===== src/rtl/elevator_ctrl_nfloor.sv =====
// N-floor elevator controller: latches per-floor calls into a pending register and
// serves them in SCAN order, with per-floor travel and door dwell timed in cycles.
module elevator_ctrl_nfloor #(
    parameter int FLOORS        = 8,
    parameter int TRAVEL_CYCLES = 4,
    parameter int DOOR_CYCLES   = 3,
    localparam int FW           = (FLOORS > 1) ? $clog2(FLOORS) : 1
) (
    input  logic              CLK,
    input  logic              RST,
    input  logic              Enable,
    input  logic [FLOORS-1:0] Call,
    output logic [FLOORS-1:0] Floor_LED,
    output logic [FW-1:0]     Floor_Num,
    output logic              Moving_Up,
    output logic              Moving_Down,
    output logic              Door_Open,
    output logic [FLOORS-1:0] Pending
);

    localparam int TW = (TRAVEL_CYCLES > 1) ? $clog2(TRAVEL_CYCLES) : 1;
    localparam int DW = (DOOR_CYCLES > 1) ? $clog2(DOOR_CYCLES) : 1;

    typedef enum logic [1:0] {
        S_IDLE = 2'd0,
        S_MOVE = 2'd1,
        S_DOOR = 2'd2
    } state_t;

    state_t            state_q, state_d;
    logic [FW-1:0]     floor_q, floor_d;
    logic              dir_q, dir_d;
    logic [FLOORS-1:0] pending_q, pending_d;
    logic [TW-1:0]     travel_q, travel_d;
    logic [DW-1:0]     door_q, door_d;
    logic [FLOORS-1:0] led_q, led_d;
    logic              mv_up_q, mv_up_d;
    logic              mv_dn_q, mv_dn_d;
    logic              door_open_q, door_open_d;

    logic [FLOORS-1:0] above_v, below_v, clr, call_eff;
    logic              above, below, ahead, behind, here;
    logic              decide, step_edge, step_oob;
    logic [FW-1:0]     next_floor;

    for (genvar gi = 0; gi < FLOORS; gi++) begin : g_side
        assign above_v[gi] = pending_q[gi] && (gi > int'(floor_q));
        assign below_v[gi] = pending_q[gi] && (gi < int'(floor_q));
    end

    assign above      = |above_v;
    assign below      = |below_v;
    assign ahead      = dir_q ? above : below;
    assign behind     = dir_q ? below : above;
    assign here       = pending_q[floor_q];
    assign next_floor = dir_q ? floor_q + FW'(1) : floor_q - FW'(1);
    assign step_edge  = (state_q == S_MOVE) && Enable && (travel_q == TW'(TRAVEL_CYCLES - 1));
    assign step_oob   = step_edge && (dir_q ? (floor_q == FW'(FLOORS - 1)) : (floor_q == '0));

    always_comb begin
        state_d  = state_q;
        floor_d  = floor_q;
        dir_d    = dir_q;
        travel_d = travel_q;
        door_d   = door_q;
        clr      = '0;
        decide   = 1'b0;
        call_eff = Call;
        // A re-call of the open-door floor extends the dwell instead of queueing a new stop.
        if (state_q == S_DOOR && Enable) begin
            call_eff[floor_q] = 1'b0;
        end

        case (state_q)
            S_IDLE: begin
                if (Enable) begin
                    decide = 1'b1;
                end
            end
            S_MOVE: begin
                if (Enable) begin
                    if (travel_q == TW'(TRAVEL_CYCLES - 1)) begin
                        travel_d = '0;
                        if (step_oob) begin
                            state_d = S_IDLE;
                        end else begin
                            floor_d = next_floor;
                            if (pending_q[next_floor]) begin
                                state_d         = S_DOOR;
                                clr[next_floor] = 1'b1;
                                door_d          = '0;
                            end
                        end
                    end else begin
                        travel_d = travel_q + TW'(1);
                    end
                end
            end
            S_DOOR: begin
                if (Enable) begin
                    if (Call[floor_q]) begin
                        door_d = '0;
                    end else if (door_q == DW'(DOOR_CYCLES - 1)) begin
                        decide = 1'b1;
                    end else begin
                        door_d = door_q + DW'(1);
                    end
                end
            end
            default: state_d = S_IDLE;
        endcase

        if (decide) begin
            if (here) begin
                state_d      = S_DOOR;
                clr[floor_q] = 1'b1;
                door_d       = '0;
            end else if (ahead) begin
                state_d  = S_MOVE;
                travel_d = '0;
            end else if (behind) begin
                state_d  = S_MOVE;
                dir_d    = ~dir_q;
                travel_d = '0;
            end else begin
                state_d = S_IDLE;
            end
        end

        pending_d = (pending_q | call_eff) & ~clr;

        led_d          = '0;
        led_d[floor_d] = 1'b1;
        mv_up_d        = (state_d == S_MOVE) && dir_d;
        mv_dn_d        = (state_d == S_MOVE) && !dir_d;
        door_open_d    = (state_d == S_DOOR);
    end

    always_ff @(posedge CLK or posedge RST) begin
        if (RST) begin
            state_q     <= S_IDLE;
            floor_q     <= '0;
            dir_q       <= 1'b1;
            pending_q   <= '0;
            travel_q    <= '0;
            door_q      <= '0;
            led_q       <= FLOORS'(1);
            mv_up_q     <= 1'b0;
            mv_dn_q     <= 1'b0;
            door_open_q <= 1'b0;
        end else begin
            state_q     <= state_d;
            floor_q     <= floor_d;
            dir_q       <= dir_d;
            pending_q   <= pending_d;
            travel_q    <= travel_d;
            door_q      <= door_d;
            led_q       <= led_d;
            mv_up_q     <= mv_up_d;
            mv_dn_q     <= mv_dn_d;
            door_open_q <= door_open_d;
        end
    end

    assign Floor_LED   = led_q;
    assign Floor_Num   = floor_q;
    assign Moving_Up   = mv_up_q;
    assign Moving_Down = mv_dn_q;
    assign Door_Open   = door_open_q;
    assign Pending     = pending_q;

    a_no_step_past_end: assert property (@(posedge CLK) disable iff (RST) !step_oob);

endmodule


===== config.mk =====
export PLATFORM = sky130hd
export DESIGN_NAME = elevator_ctrl_nfloor
export DESIGN_NICKNAME = d
export VERILOG_FILES = /design/src/rtl/elevator_ctrl_nfloor.sv
export SDC_FILE = /design/constraint.sdc
export NUM_CORES = 1
export LEC_CHECK = 0
export BUFFER_PORTS_ARGS = -buffer_cell sky130_fd_sc_hd__buf_2
export CORE_AREA = 2 2 88 48
export DETAILED_ROUTE_END_ITERATION = 12
export DIE_AREA = 0 0 90 50
export PLACE_DENSITY = 0.79
export SLEW_MARGIN = 20
export SYNTH_ARGS = -nofsm -noshare
export SYNTH_HDL_FRONTEND = slang
export SYNTH_SLANG_ARGS = --single-unit

===== constraint.sdc =====
create_clock -name CLK -period 4 [get_ports CLK]
set_input_delay 0.6 -clock CLK [delete_from_list [all_inputs] [get_ports CLK]]
set_output_delay 0.6 -clock CLK [all_outputs]
set_load 0.1 [all_outputs]

==> impl_metrics.ini <==
[outcome]
outcome = finished, final reports clean

[critical_path]
endpoint = Door_Open
crit_required_ns = 4.17
worstSetupEndpointType = register
worst-setup-path-type = register to register
r2r_setup_slack_ns = 0.98
startpoint_type = register
cp.arrival_ns = 3.19
worstSetupStartpoint = Floor_Num[1]
reg2reg_to = Door_Open
reg2reg_depth = 8
rr_startpoint = Floor_Num[1]
cp_max_fo = 22

[clock_tree]
cts-root-buf = clkbuf_8
cts_setup_buffers = 0
clock-sinks = 29
numCtsBuffers = 5
postCtsResizedCells = 0
clkLatencyLatePin_ns = 0.28
cts_buffer_depth = 2
path_clk_slew_ns = 0.07
cts_tree = built
cts_max_level = 2
hold_buffers = 0

[global_route]
grt_pass1_wl_mm = 8.71
groute.usage.overall_pct = 25.0
overflow = 0
grt_pass1_vias = 1655
grt_max_degree = 30
grt_antenna_before_repair = 0

[power_and_ir_drop]
power_frac_seq_pct = 27.3
p_int_uw = 768
p_per_area_nw_per_um2 = 630
switching_share_pct = 48.7
power_frac_clock_pct = 21.8
vdd_ir_drop_max_v = 0.000313
p_leak_nw = 1.05
power_frac_comb_pct = 50.9
p_switching_uw = 731

[die]
pin_count = 33
initial_core_util_pct = 55.9
die_w_um = 90
coreArea_um2 = 3720
fp-row-count = 16
die-area_um2 = 4500
fp.dieH_um = 50

[routing]
routed_via_density = 5.94
wl_per_cell_um = 17.6
num_vias = 1769
routed_wl_mm = 5.25
drtIter0Drc = 290
drc = 0
ant_nets = 0
dr.pass1.iters = 4

[sta]
hold_ws_ns = 0.393
min_period_ns = 3.02
min_period_over_period_pct = 75.4
finalHoldViolCount = 0
rsz0062_at_grt = false
finalSetupTns_ns = 0
slew_headroom_pct = 47.0
setup_viol = 0
drv_slew = 0
layout_setup_ws_ns = 0.982
tightest_slew_ns = 0.773
clock-skew-final_ns = 0.00645
clock.fmax_ghz = 0.331

[logic_synthesis]
synth_cell_types = 58
ys_seq_area_share_pct = 35.0
synth_top_flop_cell = dfrtp_1
syn_inst = 211
synth_area_um2 = 2080
syn_avg_cell_area_um2 = 9.87
ys_seq_elements = 29
synthesis.nets = 236
synth_edf_count = 0
async_flop_share_pct = 100
synth_warnings = 0

[placed_design]
pre_cts_ws_ns = 1.06
gp_congestion = 1.03
dp.cells = 290
port-buffer-count = 32
dp_hpwl_mm = 3.82

[final_layout]
layout.nets = 268
syn_to_final_growth_pct = 14.4
fillCellCount = 346
antennaDiodeCount = 0
layout.cells.non_filler = 298
drive_gt1_share_pct = 26.2

[run]
maxCapViolCount = 0

[worst_hold_path]
hold_class = primary input to asynchronous set/reset pin
[power by group through the flow]
stage | clock, mW | combinational (mW) | sequential [mW]
after floorplan | 0 | 0.414 | 0.616
after global placement | 0 | 0.742 | 0.414
after detailed placement | 0 | 0.752 | 0.412
after CTS | 0.331 | 0.755 | 0.407
after global routing | 0.348 | 0.818 | 0.418
final | 0.327 | 0.763 | 0.410
[area by class of cell]
type                            count  area, µm²  area share (%)
Timing Repair Buffer               33        168            7.04
Sequential cell                    29        728            30.6
Multi-Input combinational cell    160       1240            52.3
Clock inverter                      2       37.5            1.58
Tap cell                           54       67.6            2.84
Clock buffer                        6       82.6            3.47
Inverter                           14       52.6            2.21
[synth_stat cells (all sizes together) (4+ instances only)]
cell   instances  area [µm²]
a21oi         18        90.1
buf            6        48.8
dfrtp         27         676
ha            14         175
inv           14        52.6
mux2i          7        82.6
mux4           4        97.6
nand2         16        60.1
nand3          6        35.0
nand4          5        31.3
nor2          17        66.3
nor3           9        55.1
o21ai          7        35.0
[routing by layer]
layer	routed length [µm]	up-vias	track usage, %
li1	-	849	-
met1	2640	833	38.9
met2	1990	82	31.1
met3	583	5	11.0
met4	38	0	4.62
met5	0	-	0
[sequential cells by signal, summed over array words and instances, names as in the netlist]
| register | cells |
|---|---|
| Moving_Up | 1 |
| Pending | 8 |
| door_q | 2 |
| Moving_Down | 1 |
| state_q | 2 |
| Floor_LED | 8 |
| dir_q | 1 |
| travel_q | 2 |
| Door_Open | 1 |
| Floor_Num | 3 |
[critical path: stages, from the launching register on]
cell and delay (ns):
dfrtp_1 0.84, inv_2 0.23, ha_1 0.36, xor2_1 0.33, mux4_2 0.36, mux2_2 0.30, a22oi_1 0.15, a21oi_1 0.15
and2_1 0.18
[kinds of logic after synthesis]
group / share of synthesized area, %
buf+inv: 5.23
mux: 10.3
fa+ha+maj: 8.41
flops: 35.0
compound gates: 20.3
simple gates: 19.2
xor+xnor: 1.68
[metrics by stage]
stage	power [mW]	area, µm²	util, %
3_3_place_gp	1.16	2260	60.7
3_5_place_dp	1.16	2260	60.7
2_1_floorplan	1.03	2080	-
5_1_grt	1.58	2380	63.9
6_report	1.50	2380	63.9
4_1_cts	1.49	2380	63.9
[worst min path at each step]
stage,endpoint
floorplan,travel_q[1]
global route,Floor_LED[1]
detailed placement,travel_q[1]
global placement,travel_q[1]
finish,state_q[1]
CTS,travel_q[1]
[cells in the final DEF (no fill, tap or decap), types with 4 or more instances in the layout]
master and instances:
a21oi_1 18, buf_2 32, clkbuf_8 6, dfrtp_1 27, ha_1 14, inv_1 10, inv_2 4, mux2i_1 6
nand2_1 16, nand3_1 5, nand4_1 5, nor2_1 16, nor3_1 7, o21ai_0 7
Note: power is estimated with default switching activity, not from simulation.
